$ cat src/rtl/bsg_tag_tx_pkg.sv
// Shared types for the bsg_tag serial transmitter: FSM states, header layout
// and the header-length helper.
package bsg_tag_tx_pkg;

  localparam int els_gp               = 1024;
  localparam int max_payload_width_gp = 128;
  localparam int lg_els_gp            = $clog2(els_gp);
  localparam int len_width_gp         = $clog2(max_payload_width_gp + 1);

  typedef enum logic [2:0] {
    IDLE,
    HDR,
    PAY,
    MRST,
    GAP
  } tx_state_e;

  // Field order puts start in bit 0, so the LSB-first shift sends it first.
  typedef struct packed {
    logic [len_width_gp-1:0] len;
    logic                    data_not_reset;
    logic [lg_els_gp-1:0]    node_id;
    logic                    start;
  } tag_header_s;

  function automatic int header_len(input int lg_els, input int len_width);
    return 2 + lg_els + len_width;
  endfunction

endpackage

$ cat src/rtl/bsg_tag_tx_shifter.sv
// Loadable LSB-first shift register with a per-state bit counter; done_o flags
// the step that emits bit number last_i, and that step rewinds the counter.
module bsg_tag_tx_shifter #(
  parameter int width_p     = 148,
  parameter int cnt_width_p = 9
) (
  input  logic                   clk_i,
  input  logic                   reset_n_i,
  input  logic                   load_i,
  input  logic [width_p-1:0]     load_data_i,
  input  logic                   step_i,
  input  logic [cnt_width_p-1:0] last_i,
  output logic                   bit_o,
  output logic                   done_o
);

  logic [width_p-1:0]     data_r;
  logic [cnt_width_p-1:0] count_r;

  assign bit_o  = data_r[0];
  assign done_o = (count_r == last_i);

  // NOTE: the shift register is ordinary flop state, not a RAM, so it takes the
  // async reset like everything else and never exposes stale command bits.
  always_ff @(posedge clk_i or negedge reset_n_i) begin
    if (!reset_n_i) begin
      data_r  <= '0;
      count_r <= '0;
    end else if (load_i) begin
      data_r  <= load_data_i;
      count_r <= '0;
    end else if (step_i) begin
      data_r  <= data_r >> 1;
      count_r <= done_o ? '0 : count_r + cnt_width_p'(1);
    end
  end

endmodule

$ cat src/rtl/bsg_tag_serial_tx.sv
// bsg_tag serial transmitter: accepts one command per handshake and drives the
// registered tag_data_o/tag_en_o pair, one bit per clk_i cycle.
module bsg_tag_serial_tx
  import bsg_tag_tx_pkg::*;
#(
  parameter int els_p               = els_gp,
  parameter int max_payload_width_p = max_payload_width_gp,
  parameter int reset_ones_p        = 256,
  parameter int gap_zeros_p         = 2,
  parameter int lg_els_lp           = $clog2(els_p),
  parameter int len_width_lp        = $clog2(max_payload_width_p + 1)
) (
  input  logic                           clk_i,
  input  logic                           reset_n_i,
  input  logic                           v_i,
  output logic                           ready_o,
  input  logic                           master_reset_i,
  input  logic [lg_els_lp-1:0]           node_id_i,
  input  logic                           data_not_reset_i,
  input  logic [len_width_lp-1:0]        len_i,
  input  logic [max_payload_width_p-1:0] payload_i,
  output logic                           tag_data_o,
  output logic                           tag_en_o,
  output logic                           busy_o
);

  localparam int hdr_len_lp     = header_len(lg_els_lp, len_width_lp);
  localparam int frame_width_lp = hdr_len_lp + max_payload_width_p;
  localparam int cnt_max_a_lp   = (reset_ones_p > frame_width_lp) ? reset_ones_p : frame_width_lp;
  localparam int cnt_max_lp     = (gap_zeros_p > cnt_max_a_lp) ? gap_zeros_p : cnt_max_a_lp;
  localparam int cnt_width_lp   = $clog2(cnt_max_lp + 1);

  typedef logic [cnt_width_lp-1:0] cnt_t;
  typedef logic [len_width_lp-1:0] len_t;

  typedef struct packed {
    len_t                 len;
    logic                 data_not_reset;
    logic [lg_els_lp-1:0] node_id;
    logic                 start;
  } header_s;

  tx_state_e state_r, state_n;
  len_t      len_r, len_sat;
  header_s   hdr;
  cnt_t      last;
  logic      accept, step, shift_bit, done, data_n, en_n;

  assign ready_o = (state_r == IDLE);
  assign busy_o  = ~ready_o;
  assign accept  = v_i & ready_o;

  // The saturated length is both the one transmitted and the one that ends PAY.
  assign len_sat = (len_i > len_t'(max_payload_width_p)) ? len_t'(max_payload_width_p) : len_i;
  assign hdr     = '{len: len_sat, data_not_reset: data_not_reset_i, node_id: node_id_i, start: 1'b1};

  bsg_tag_tx_shifter #(
    .width_p    (frame_width_lp),
    .cnt_width_p(cnt_width_lp)
  ) shifter (
    .clk_i      (clk_i),
    .reset_n_i  (reset_n_i),
    .load_i     (accept),
    .load_data_i({payload_i, hdr}),
    .step_i     (step),
    .last_i     (last),
    .bit_o      (shift_bit),
    .done_o     (done)
  );

  // NOTE: every signal written here gets a default first, so no path through
  // the case statement can leave one unassigned and infer a latch.
  always_comb begin
    state_n = state_r;
    step    = 1'b0;
    data_n  = 1'b0;
    en_n    = 1'b0;
    last    = '0;
    case (state_r)
      IDLE: begin
        if (accept) state_n = master_reset_i ? MRST : HDR;
      end
      HDR: begin
        step   = 1'b1;
        data_n = shift_bit;
        en_n   = 1'b1;
        last   = cnt_t'(hdr_len_lp - 1);
        if (done) state_n = (len_r != '0) ? PAY : GAP;
      end
      PAY: begin
        step   = 1'b1;
        data_n = shift_bit;
        en_n   = 1'b1;
        last   = cnt_t'(len_r) - cnt_t'(1);
        if (done) state_n = GAP;
      end
      MRST: begin
        step   = 1'b1;
        data_n = 1'b1;
        en_n   = 1'b1;
        last   = cnt_t'(reset_ones_p - 1);
        if (done) state_n = GAP;
      end
      GAP: begin
        step   = 1'b1;
        en_n   = 1'b1;
        last   = cnt_t'(gap_zeros_p - 1);
        if (done) state_n = IDLE;
      end
      default: state_n = IDLE;
    endcase
  end

  // NOTE: non-blocking assignments keep every flop sampling pre-edge values,
  // so the order of these statements cannot change behaviour.
  always_ff @(posedge clk_i or negedge reset_n_i) begin
    if (!reset_n_i) begin
      state_r    <= IDLE;
      len_r      <= '0;
      tag_data_o <= 1'b0;
      tag_en_o   <= 1'b0;
    end else begin
      state_r    <= state_n;
      tag_data_o <= data_n;
      tag_en_o   <= en_n;
      if (accept) len_r <= len_sat;
    end
  end

endmodule
$ cat config.mk
export PLATFORM = sky130hd
export DESIGN_NAME = bsg_tag_serial_tx
export DESIGN_NICKNAME = d
export VERILOG_FILES = /design/src/rtl/bsg_tag_tx_pkg.sv /design/src/rtl/bsg_tag_tx_shifter.sv /design/src/rtl/bsg_tag_serial_tx.sv
export SDC_FILE = /design/constraint.sdc
export NUM_CORES = 1
export LEC_CHECK = 0
export ABC_CLOCK_PERIOD_IN_PS = 2500
export BUFFER_PORTS_ARGS = -buffer_cell sky130_fd_sc_hd__buf_4
export CORE_MARGIN = 2
export CORE_UTILIZATION = 30
export DETAILED_ROUTE_END_ITERATION = 6
export GPL_ROUTABILITY_DRIVEN = 0
export MAX_ROUTING_LAYER = met4
export SLEW_MARGIN = 15
export SYNTH_ARGS = -nofsm -noshare
export SYNTH_HDL_FRONTEND = slang
export SYNTH_SLANG_ARGS = --single-unit
$ cat constraint.sdc
create_clock -name clk_i -period 2.5 [get_ports clk_i]
set_input_delay 0.5 -clock clk_i [delete_from_list [all_inputs] [get_ports clk_i]]
set_output_delay 0.5 -clock clk_i [all_outputs]
set_load 0.005 [all_outputs]
### Word level (Yosys, flattened, before mapping)

Index checks and enable logic that the tools add are counted.

* bits in registers: 170
* bits in latches: 0
* memory bits (writable): 0
* memory bits (read-only): 0
* bits of input ports: 151
* output and inout bits: 4
* logic and storage cells: 43
* memories: 0

* $add $sub $neg: 2
* multiply operators: 0
* div/mod/pow operators: 0
* magnitude comparators: 1
* equal/unequal tests: 9
* shift-type cells: 0
* muxes and demuxes: 16
* bitwise operators: 2
* reductions and logical operators: 7

Operator list (number)
* 148-bit two-way mux: 2
* 9-bit case mux with 4 select lines: 1
* 9-bit two-way mux: 3
* 3-bit two-way mux: 5
* 3-bit case mux with 4 select lines: 1
* 9-bit by 1-bit adder with 9-bit output, second input constant: 1
* 9-bit equality test: 1
* 8-bit by 1-bit subtractor with 9-bit output, second input constant: 1
* 8-bit > comparator, second input constant: 1
* 8-bit two-way mux: 1
* 2-bit by 1-bit inequality test with 1-bit output, second input constant: 4
* 8-bit nonzero test: 1
* 3-bit by 2-bit equality test with 1-bit output, second input constant: 2
* 4-bit AND reduction: 1
* 2-bit OR reduction: 2
* 4-bit OR reduction: 1
* 3-bit by 1-bit equality test with 1-bit output, second input constant: 1
* 3-bit equality test, second input constant: 1
* 3-bit logical NOT: 1
* 2-bit two-way mux: 1
* 1-bit case mux with 2 select lines: 1
* 2-bit nonzero test: 1
* 1-bit AND: 1
* 1-bit two-way mux: 1
* 1-bit NOT: 1

### Logic depth before layout (Yosys ltp)

Gate-level depths: netlist of the first run.

* depth in word-level cells: 6
* depth in mapped cells: 10
* gate-level depth less buffers: 9

### Cells and area by module

From an unflattened synthesis of the first run, not the netlist that was laid out.

* cell total of the unflattened synthesis: 786
* area, all modules: 8115.3 sq um

By module, submodules not included
* bsg_tag_tx_shifter: instances 1, cells each 698, area each 7290.7 sq um, sequential area each 3928.8 sq um
* bsg_tag_serial_tx: instances 1, cells each 88, area each 824.5 sq um, sequential area each 325.3 sq um

### Worst setup path before layout of the first run

No wires, ideal clock.

* path type: register -> register
* start: reg len_r[2]
* end: reg shifter.count_r[3]
* library setup time: 0.126 ns
* arrival time: 2.420 ns
* required time: 2.374 ns
* slack: -0.046 ns
* cell stages (with the launch flop): 8
* path buffers: 0
* clock period less this slack: 2.546 ns
* cells stage by stage: dfrtp_1 -> or4_4 -> o21a_1 -> or3_4 -> or3_4 -> nand3_4 -> a21oi_2 -> a221o_1

* longest elaborated chain between the ends: 6

RTL lines
* from (decl): RTL line bsg_tag_serial_tx.sv:44 `len_t len_r, len_sat;`
* from (signal assigned): RTL line bsg_tag_serial_tx.sv:126 `if (accept) len_r <= len_sat;`
* 8-bit by 1-bit subtractor with 9-bit output: RTL line bsg_tag_serial_tx.sv:94 `last = cnt_t'(len_r) - cnt_t'(1);`
* 9-bit case mux with 4 select lines: RTL line bsg_tag_serial_tx.sv:79 `case (state_r)`
* 9-bit equality test: RTL line bsg_tag_tx_shifter.sv:21 `assign done_o = (count_r == last_i);`
* 9-bit two-way mux: RTL line bsg_tag_tx_shifter.sv:34 `count_r <= done_o ? '0 : count_r + cnt_width_p'(1);`
* 9-bit two-way mux: RTL line bsg_tag_tx_shifter.sv:32 `end else if (step_i) begin`
* 9-bit two-way mux: RTL line bsg_tag_tx_shifter.sv:29 `end else if (load_i) begin`
* to (signal assigned): RTL line bsg_tag_tx_shifter.sv:34
* to (decl): RTL line bsg_tag_tx_shifter.sv:18 `logic [cnt_width_p-1:0] count_r;`

Every way passes these cells. The select of a mux whose other input is x is not followed.
A chain may end at the register's enable or synchronous reset.

### Worst setup path after layout of the first run

* start: reg len_r[1]
* end: reg shifter.count_r[1]

The elaborated chain is that of the path after synthesis.

==> impl_metrics.csv, run 1 <==
group,metric,value,unit
pwr,switching_share,0.245,
clock_tree,clkLatencyLatePin,0.43,ns
pwr,cellLeakagePower,0.00473,uW
clock_tree,cts_tree,"done",
place,io_buffer_count,154,
logic_synthesis,async_flop_share,1.00,
logic_synthesis,ys_dominant_reg_cell,"dfrtp_1",
clock_tree,hold_buffers,0,
outcome,violations,"negative setup slack",
critical_path,critPathCaptureType,"flip-flop",
outcome,outcome,"finished, violations left",
clock_tree,clk_root_buffer_cell,"clkbuf_16",
min_path,min-delay-path-class,"primary input to asynchronous set/reset pin",
timing,rsz0062_at_grt,"true",
layout,fin_area,0.0102,mm2
pwr,switching_power,1410,uW
global_routing,grt_max_degree,91,
logic_synthesis,yosysTopAreaCell,"dfrtp_1",
pwr,ir_drop,0.000464,V
floorplan,die-area,0.0272,mm2
layout,diodes,0,
logic_synthesis,synthAdderAreaFrac,0.00483,
clock_tree,h-tree-depth,4,
layout,final_nets,1151,
logic_synthesis,syn-mean-instance-area,9.05,um2
logic_synthesis,synth_compound_area_frac,0.179,
logic_synthesis,synth-xor-area-share,0.00789,
clock_tree,cts_made_buffers,17,
global_routing,track_usage,0.156,
critical_path,rr_endpoint,"shifter.count_r[1]",
floorplan,core_area,0.0253,mm2
critical_path,max_stage_delay,0.53,ns
logic_synthesis,synth_edf_count,0,
drt,post-route-drc-count,0,
global_routing,antenna_found_initial,0,
pwr,p_int,4360,uW
drt,routedWlPerCell,15.1,um
drt,ant_nets,0,
critical_path,crit_chain,"or4_4, o21a_1, or3_4, or3_4, nand3_4, buf_4, nand2_4, a32o_1",
logic_synthesis,syn-instance-count,858,
timing,finalCritPeriodShare,1.01,
logic_synthesis,synth.yosys.seq_area_share,0.548,
critical_path,cp_common_cell,"or3_4",
pwr,power-per-cell-area,566,mW/mm2
logic_synthesis,synth_top_family_by_area,"simple AND/OR/NAND/NOR gates",
place,placed_cells,1303,
logic_synthesis,synth_cell_type_count,49,
timing,fmax,0.394,GHz
logic_synthesis,syn_area,0.00777,mm2
layout,layout.cells.non_filler,1340,
floorplan,start_util,0.307,
global_routing,grt_pass1_wl,33100,um
logic_synthesis,yosysTopAreaCellShare,0.548,
critical_path,regToRegStartpoint,"len_r[1]",
logic_synthesis,synth.mux.area_fraction,0.00661,
drt,dr.pass1.iters,5,
place,dp_hpwl,13100,um
global_routing,grt_pass1_vias,6497,
timing,worst_clock_skew,0.0135,ns
critical_path,reg2reg_depth,8,
floorplan,die_w,165,um
drt,via_per_inst,4.95,
clock_tree,clkTransAtPathRegs,0.07,ns
pwr,p_seq_frac,0.476,
drt,routed_wl,20300,um
logic_synthesis,synthTopCellsByArea,"dfrtp_1, nand2_1, a22oi_1",
drt,vias,6628,
critical_path,required,2.81,ns
floorplan,io_pins,155,
critical_path,crit_path_start_kind,"flip-flop",
global_routing,grt_overflow,0,
timing,setup_viol,7,
logic_synthesis,synth_fp_nets,1012,
logic_synthesis,synth_simple_gate_area_frac,0.219,
timing,finalHoldViolations,0,
timing,worstMarginPinSlew,0.609,ns
floorplan,rows,58,
critical_path,slowest_stage,"or4_4",
critical_path,crit_type,"flip-flop to flip-flop",
timing,worst_slack,-0.0365,ns
clock_tree,cts.sinks,170,
timing,slew_violations,0,
timing,relSlewSlack,0.594,
place,placed_area,0.00941,mm2
layout,area_growth_syn_to_layout,31.1,%
critical_path,critPathMaxFanout,7,
critical_path,critPathArrivalTime,2.85,ns
critical_path,reg2reg_setup_slack,-0.04,ns
layout,fillers,2502,
drt,drtIter0Drc,444,
pwr,p_clk_frac,0.480,
floorplan,die_y,165,um
logic_synthesis,yosys_register_bits,170,
pwr,power_frac_comb,0.044,
layout,drive_gt1_frac,0.240,
clock_tree,clockBufferDepth,2,
timing,period_needed,2.54,ns
job,maxCapViolCount,0,
place,pre_cts_ws,-0.104,ns
logic_synthesis,yosysWarnings,0,
==> worst max path at each step <==
stage,from,to,depth (start not counted),slack (ns)
2_1_floorplan,len_r[3],shifter.count_r[3],7,0.02
3_3_place_gp,len_r[1],shifter.count_r[3],7,-0.06
3_5_place_dp,len_r[1],shifter.count_r[5],7,-0.10
4_1_cts,len_r[1],shifter.count_r[5],7,-0.07
5_1_grt,len_r[1],shifter.count_r[2],7,-0.12
6_report,len_r[1],shifter.count_r[1],8,-0.04
==> worst max-delay path: cells and delay by family, from the launching register on <==
family | cells | cell delay (ns)
and+or+nand+nor | 5 | 1.43
AOI/OAI and AO/OA | 2 | 0.46
DFF | 1 | 0.40
buffers and inverters | 1 | 0.14
==> flip-flops by register name, indices dropped and copies added (netlist names) <==
register         count
len_r                8
shifter.count_r      9
shifter.data_r     148
state_r              3
tag_data_o           1
tag_en_o             1
==> kinds of logic (layout without fill, tap and decap cells) <==
logic type | count (synthesis) | count (layout)
XOR/XNOR | 7 | 7
AND/OR/NAND/NOR | 408 | 408
multiplexers | 5 | 5
AO/OA/AOI/OAI | 193 | 193
buffers and inverters | 72 | 224
adder cells (fa/ha/maj) | 3 | 3
flip-flops | 170 | 170
==> metrics by stage <==
stage / setup TNS [ns] / power, uW / utilization / hold slack (ns)
after global placement: -0.305 / 3060 / 0.372 / 0.458
after floorplan: 0 / 2800 / - / 0.204
final: -0.211 / 5770 / 0.402 / 0.0425
after CTS: -0.268 / 5860 / 0.397 / 0.0643
after detailed placement: -0.581 / 3060 / 0.372 / 0.462
after global routing: -0.870 / 5990 / 0.402 / 0.0805
==> per-layer routing <==
metal,track usage,share of wire,vias to the layer above,wire length [um]
li1,-,-,3249,-
met1,0.212,0.46,3193,9420
met2,0.230,0.46,160,9350
met3,0.0432,0.059,26,1190
met4,0.0403,0.016,0,318
met5,-,0,-,0
==> power by group through the flow <==
stage | Sequential [uW] | Combinational (uW) | Clock [uW]
after global placement | 2800 | 259 | 0
after global routing | 2750 | 281 | 2960
after CTS | 2750 | 263 | 2860
after detailed placement | 2800 | 262 | 0
final | 2750 | 253 | 2770
after floorplan | 2800 | 1.24 | 0
==> cells in the mapped netlist (all sizes together), types with 3 or more instances <==
cell type	number
a2111oi	4
xnor2	3
a222oi	4
nor3	6
mux2i	4
dfrtp	170
xor2	4
clkbuf	52
nand3b	7
inv	11
a22o	5
a31oi	47
ha	3
buf	9
and3	4
nor2b	6
nor2	57
and2	6
o21ai	14
a22oi	92
nand2	300
a221o	5
nand3	8
a21oi	8
==> repair_timing <==
item                                   in CTS  in global routing
setup buffers                               1                  4
gates resized for setup                     3                 20
cloned                                      0                  0
pin swaps                                   6                  9
endpoints found under the hold margin       0                  0
setup endpoints to repair                  11                 12
==> final cells by class <==
cell class,instances,area (um2),area share
Clock inverter,15,200,0.0197
Multi-Input combinational cell,616,3370,0.330
Clock buffer,17,425,0.0418
Timing Repair Buffer,181,1480,0.146
Tap cell,330,413,0.0405
Inverter,11,43.8,0.00430
Sequential cell,170,4250,0.418
==> layout by cell type, fill, tap and decap left out, types with 3 or more instances in the layout <==
cell type  synthesis  final
inv_1             10     10
xor2_1             4      4
a21oi_1            7      7
nor2b_1            6      5
buf_4              0    169
buf_12             0      9
xnor2_1            3      3
a2111oi_1          0      3
nand2_1          299    297
a221o_1            5      5
and2_1             6      5
o21ai_0           14     12
buf_6              0      3
nand3_1            7      7
clkbuf_16          0     17
nand3b_1           7      7
a22o_1             5      5
clkinv_8           0      5
mux2i_1            4      4
nor2_1            57     56
inv_8              0      4
and3_1             4      4
clkinv_4           0      3
nor3_1             6      4
a22oi_1           92     92
a222oi_1           4      4
a31oi_1           47     47
dfrtp_1          170    170
Note: power is estimated with default switching activity, not from simulation.
==> run 2, diff against run 1 <==
==> constraint.sdc (replaced) <==
create_clock -name clk_i -period 2.5 [get_ports clk_i]
set_input_delay 0.5 -clock clk_i [delete_from_list [all_inputs] [get_ports clk_i]]
set_output_delay 0.5 -clock clk_i [all_outputs]
set_load 0.01 [all_outputs]
==> run 2 against run 1 <==
Net effect:
- the run still ends with negative setup slack left
- sequential cell count did not move
- cell area fell by 0.77%
- sequential power about the same
- utilization shrank 0.31 points
- sequential share of layout area grew 0.33 points
- register-to-register slack improved by 0.03 ns
- critical path type unchanged
- largest cell class unchanged
==> impl_metrics.csv, run 2 (synthesis gave the netlist of run 1 again) <==
group,metric,value,unit
floorplan,die_w,165,um
layout,final_common_cell,"nand2_1",
layout,final_nets,1150,
timing,worstMarginPinSlew,0.582,ns
outcome,violations,"negative setup slack",
clock_tree,cts_tree,"done",
global_routing,busiest_layer,"met2",
global_routing,grt_pass1_wl,32400,um
layout,fin_area,0.0101,mm2
critical_path,crit_path_start_kind,"flip-flop",
clock_tree,clockBufferDepth,2,
clock_tree,clk_root_buffer_cell,"clkbuf_16",
job,maxCapViolCount,0,
place,pre_cts_ws,-0.0725,ns
clock_tree,cts_made_buffers,17,
pwr,power-per-cell-area,574,mW/mm2
timing,finalCritPeriodShare,1.00,
place,placed_area,0.00943,mm2
floorplan,die-area,0.0272,mm2
critical_path,critPathMaxFanout,7,
timing,relSlewSlack,0.612,
pwr,ir_drop,0.000450,V
timing,period_needed,2.51,ns
critical_path,crit_chain,"or4_4, o21a_1, or3_4, a32oi_2, nand3_4, a2111oi_0, a221o_1",
layout,diodes,0,
place,dp_hpwl,12900,um
critical_path,required,2.87,ns
critical_path,path_buf_inv,0,
layout,final_util,0.399,
critical_path,max_stage_delay,0.53,ns
global_routing,antenna_found_initial,0,
drt,via_per_inst,4.88,
clock_tree,clkTransAtPathRegs,0.07,ns
global_routing,grt_overflow,0,
place,io_buffer_count,154,
timing,fmax,0.399,GHz
global_routing,track_usage,0.154,
outcome,outcome,"finished, violations left",
global_routing,grtUsageMet1,0.203,
floorplan,die_y,165,um
global_routing,grt_pass1_vias,6434,
drt,routed_wl,19600,um
global_routing,grtUsageMet3,0.0445,
pwr,cellLeakagePower,0.00469,uW
drt,drtIter0Drc,431,
critical_path,crit_type,"flip-flop to flip-flop",
floorplan,rows,58,
global_routing,grt_max_degree,81,
clock_tree,cts.sinks,170,
layout,largest_register,"shifter.data_r",
drt,dr.pass1.iters,4,
drt,routedWlPerCell,14.6,um
timing,setup_viol,4,
critical_path,slowest_stage,"or4_4",
critical_path,path_delay_family,"simple AND/OR/NAND/NOR gates",
timing,rsz0062_at_grt,"true",
layout,most-common-layout-cells,"nand2_1, buf_4, dfrtp_1, a22oi_1, nor2_1",
timing,worst_clock_skew,0.0115,ns
critical_path,critPathArrivalTime,2.87,ns
clock_tree,h-tree-depth,4,
timing,hold_slack,0.0141,ns
timing,worst_slack,-0.00877,ns
drt,vias,6531,
layout,largest_reg_flops,148,
timing,finalHoldViolations,0,
timing,slew_violations,0,
floorplan,start_util,0.307,
floorplan,io_pins,155,
critical_path,critPathCaptureType,"flip-flop",
drt,post-route-drc-count,0,
global_routing,grt_use_met2,0.235,
clock_tree,clkLatencyLatePin,0.43,ns
layout,area_growth_syn_to_layout,30.1,%
drt,ant_nets,0,
min_path,min-delay-path-class,"primary input to asynchronous set/reset pin",
layout,reg_top3,"shifter.data_r: 148 flops, shifter.count_r: 9 flops, len_r: 8 flops",
floorplan,core_area,0.0253,mm2
layout,drive_gt1_frac,0.234,
==> run 2: cell count changes in the layout (fill, tap and decap cells not counted), moves of 2 or more <==
cell,delta
a2111oi_0,+2
buf_12,-2
clkinv_8,-2
clkinvlp_4,+2
==> run 2: area by class of cell <==
class,count,area (um2)
Fill cell,2521,15200
Sequential cell,170,4250
Multi-Input combinational cell,616,3320
Timing Repair Buffer,180,1450
Clock buffer,17,425
Tap cell,330,413
Clock inverter,15,204
Inverter,11,43.8
==> run 2: path summary, 6_finish.rpt <==
kind / cells past startpoint / startpoint / to / slack (ns)
worst max-delay path: 7 / len_r[1] / shifter.count_r[6] / -0.009
worst min-delay path: 1 / reset_n_i / shifter.data_r[26] / 0.01
worst max register to register: 7 / len_r[1] / shifter.count_r[6] / -0.009
worst min register to register: 2 / shifter.data_r[46] / shifter.data_r[46] / 0.48
max in group asynchronous: 2 / reset_n_i / shifter.data_r[100] / 1.76
min in group clk_i: 3 / payload_i[22] / shifter.data_r[42] / 0.28
==> run 2: per-stage QoR <==
stage	power [uW]	TNS, ns	instances
3_3_place_gp	3060	-0.187	1306
2_1_floorplan	2800	0	858
6_report	5800	-0.0204	1339
3_5_place_dp	3060	-0.364	1306
5_1_grt	6040	-0.422	1339
4_1_cts	5910	-0.176	1339
==> run 2: worst register-to-register path: cells and delay by family (launching register included) <==
kind	cells	cell delay, ns
simple gates	3	1.05
compound gates	4	1.01
flops	1	0.40
==> run 2: layer usage <==
layer | routed length (um) | vias to the layer above
met5 | 0 | -
met4 | 179 | 0
met3 | 1190 | 14
met2 | 8890 | 123
met1 | 9310 | 3148
li1 | - | 3246
==> run 2: timing repair <==
| item | 4_1_cts | 5_1_grt |
|---|---|---|
| resized for setup | 1 | 10 |
| pin swaps | 6 | 4 |
| hold buffers | 0 | 0 |
| setup endpoints to repair | 7 | 11 |
| buffers inserted | 1 | 0 |
==> run 2: power by group <==
part / switching, uW / leakage (uW) / internal, uW / total [uW]
logic: 95.8 / 0.00230 / 155 / 250
clock network: 1270 / 0.000300 / 1530 / 2810
registers: 0 / 0.00209 / 2750 / 2750
==> run 3, diff against run 2 <==
--- a/config.mk
+++ b/config.mk
@@ -6,5 +6,5 @@
 export NUM_CORES = 1
 export LEC_CHECK = 0
-export ABC_CLOCK_PERIOD_IN_PS = 2500
+export ABC_CLOCK_PERIOD_IN_PS = 3000
 export BUFFER_PORTS_ARGS = -buffer_cell sky130_fd_sc_hd__buf_4
 export CORE_MARGIN = 2
==> constraint.sdc (replaced) <==
create_clock -name clk_i -period 3 [get_ports clk_i]
set_input_delay 0.15 -clock clk_i [delete_from_list [all_inputs] [get_ports clk_i]]
set_output_delay 0.15 -clock clk_i [all_outputs]
set_load 0.01 [all_outputs]
==> run 3 against run 2 <==
Net effect:
- sequential cell count unchanged
- maximum frequency down 6.7%
- cell area up 12%
- via count up 9.0%
- clock skew up 0.0087 ns
- hold slack worse by 0.0021 ns
- routed wire length up 8.8%
- combinational power up 43%
- highest routed layer unchanged
- register-to-register slack better by 0.32 ns
- clock power down 14%
- die area unchanged
- non-clock buffer count up 124
- the flow now finishes without violations
==> impl_metrics.csv, run 3 (synthesis gave the netlist of run 1 again) <==
group,metric,value,unit
outcome,outcome,"completed",
global_routing,antenna_found_initial,0,
pwr,cellLeakagePower,0.00519,uW
layout,largest_register,"shifter.data_r",
pwr,total_power,5060,uW
critical_path,crit_path_start_kind,"flip-flop",
critical_path,regToRegStartpoint,"len_r[2]",
clock_tree,clk_root_buffer_cell,"clkbuf_16",
critical_path,startpoint,"len_r[2]",
global_routing,grt_max_degree,152,
global_routing,grt_pass1_wl,35200,um
layout,most-common-layout-cells,"nand2_1, dfrtp_1, buf_4, dlygate4sd3_1, a22oi_1",
timing,worstMarginPinSlew,0.707,ns
place,pre_cts_ws,0.322,ns
pwr,switching_share,0.242,
layout,drive_gt1_frac,0.189,
timing,relSlewSlack,0.528,
timing,slew_violations,0,
drt,vias,7119,
clock_tree,hold_buffers,139,
pwr,power_frac_comb,0.071,
critical_path,required,3.31,ns
min_path,worstHoldStart,"len_i[5]",
drt,via_per_inst,4.87,
floorplan,die-area,0.0272,mm2
pwr,p_clk_frac,0.476,
floorplan,die_w,165,um
drt,dr.pass1.iters,5,
clock_tree,postCtsSetupRepairBufs,0,
layout,layout.cells.non_filler,1463,
pwr,p_int,3830,uW
drt,ant_nets,0,
timing,rsz0062_at_grt,"false",
layout,multi_input_area,0.00326,mm2
clock_tree,cts_tree,"done",
min_path,holdPathStages,3,
layout,reg_top3,"shifter.data_r: 148 flops, shifter.count_r: 9 flops, len_r: 8 flops",
floorplan,die_y,165,um
min_path,min-delay-path-class,"primary input to flip-flop",
timing,worst_clock_skew,0.0202,ns
pwr,power-per-cell-area,447,mW/mm2
layout,fin_area,0.0113,mm2
clock_tree,clkLatencyLatePin,0.44,ns
timing,worst_slack,0.311,ns
clock_tree,clkTransAtPathRegs,0.07,ns
clock_tree,clockBufferDepth,2,
layout,regArea,0.00425,mm2
floorplan,rows,58,
critical_path,critPathMaxFanout,8,
place,dp_hpwl,12400,um
place,io_buffer_count,154,
critical_path,reg2reg_depth,7,
place,placed_cells,1292,
drt,post-route-drc-count,0,
pwr,ir_drop,0.000269,V
min_path,min_to,"len_r[5]",
timing,finalHoldViolations,0,
layout,final_common_cell,"nand2_1",
critical_path,crit_type,"flip-flop to flip-flop",
floorplan,core_area,0.0253,mm2
critical_path,rr_endpoint,"shifter.count_r[6]",
layout,final_nets,1274,
job,maxCapViolCount,0,
layout,area_growth_syn_to_layout,45.7,%
critical_path,critPathArrivalTime,3.00,ns
drt,routed_wl,21300,um
global_routing,track_usage,0.165,
pwr,p_seq_frac,0.453,
floorplan,io_pins,155,
global_routing,grt_overflow,0,
clock_tree,cts_made_buffers,17,
timing,period_needed,2.69,ns
place,placed_area,0.00927,mm2
drt,routedWlPerCell,14.6,um
pwr,switching_power,1220,uW
drt,drtIter0Drc,569,
timing,fmax,0.372,GHz
floorplan,start_util,0.307,
timing,finalCritPeriodShare,0.896,
timing,setup_tns,0,ns
layout,diodes,0,
clock_tree,cts.sinks,170,
global_routing,grt_pass1_vias,7106,
clock_tree,cts_resized,0,
layout,fillers,2429,
timing,setup_viol,0,
clock_tree,h-tree-depth,4,
critical_path,reg2reg_setup_slack,0.31,ns
layout,largest_reg_flops,148,
critical_path,critPathCaptureType,"flip-flop",
run 3: per-layer routing:
metal  vias to the layer above  share of wire  track usage
li1                       3484              -            -
met1                      3446           0.48        0.221
met2                       176           0.48        0.262
met3                        13          0.036       0.0316
met4                         0         0.0091       0.0387
met5                         -              0            -
run 3: worst max-delay path by stage:
stage | end | slack [ns] | cells after the start
finish | shifter.count_r[6] | 0.31 | 7
global route | shifter.count_r[5] | 0.14 | 10
CTS | shifter.count_r[5] | 0.31 | 7
detailed placement | shifter.count_r[2] | 0.32 | 7
global placement | shifter.count_r[6] | 0.35 | 7
floorplan | shifter.count_r[3] | 0.45 | 7
run 3: final cells by class:
type	instances	share of cell area
clock buffers	17	0.0376
clock inverters	15	0.0200
inverters	11	0.00387
multi-input cells	616	0.288
flip-flops and latches	170	0.376
well taps	330	0.0365
repair buffers	304	0.238
run 3: critical path, cell delays in order (launching register included):
cell	delay, ns
dfrtp_1	0.45
or4_4	0.58
o21a_1	0.20
or3_4	0.35
or3_4	0.41
nand3_4	0.12
a21oi_2	0.13
a221o_1	0.32
run 3: power groups by stage:
stage	clock network (uW)	logic [uW]	registers, uW
floorplan	0	1.04	2340
global placement	0	213	2330
detailed placement	0	214	2330
CTS	2490	361	2290
global route	2580	390	2290
finish	2410	358	2290
run 3: metrics by stage:
step,hold slack (ns),util
2_1_floorplan,-0.146,-
3_5_place_dp,0.221,0.366
4_1_cts,0.000675,0.447
3_3_place_gp,0.214,0.366
6_report,0.0121,0.447
5_1_grt,0.00645,0.447
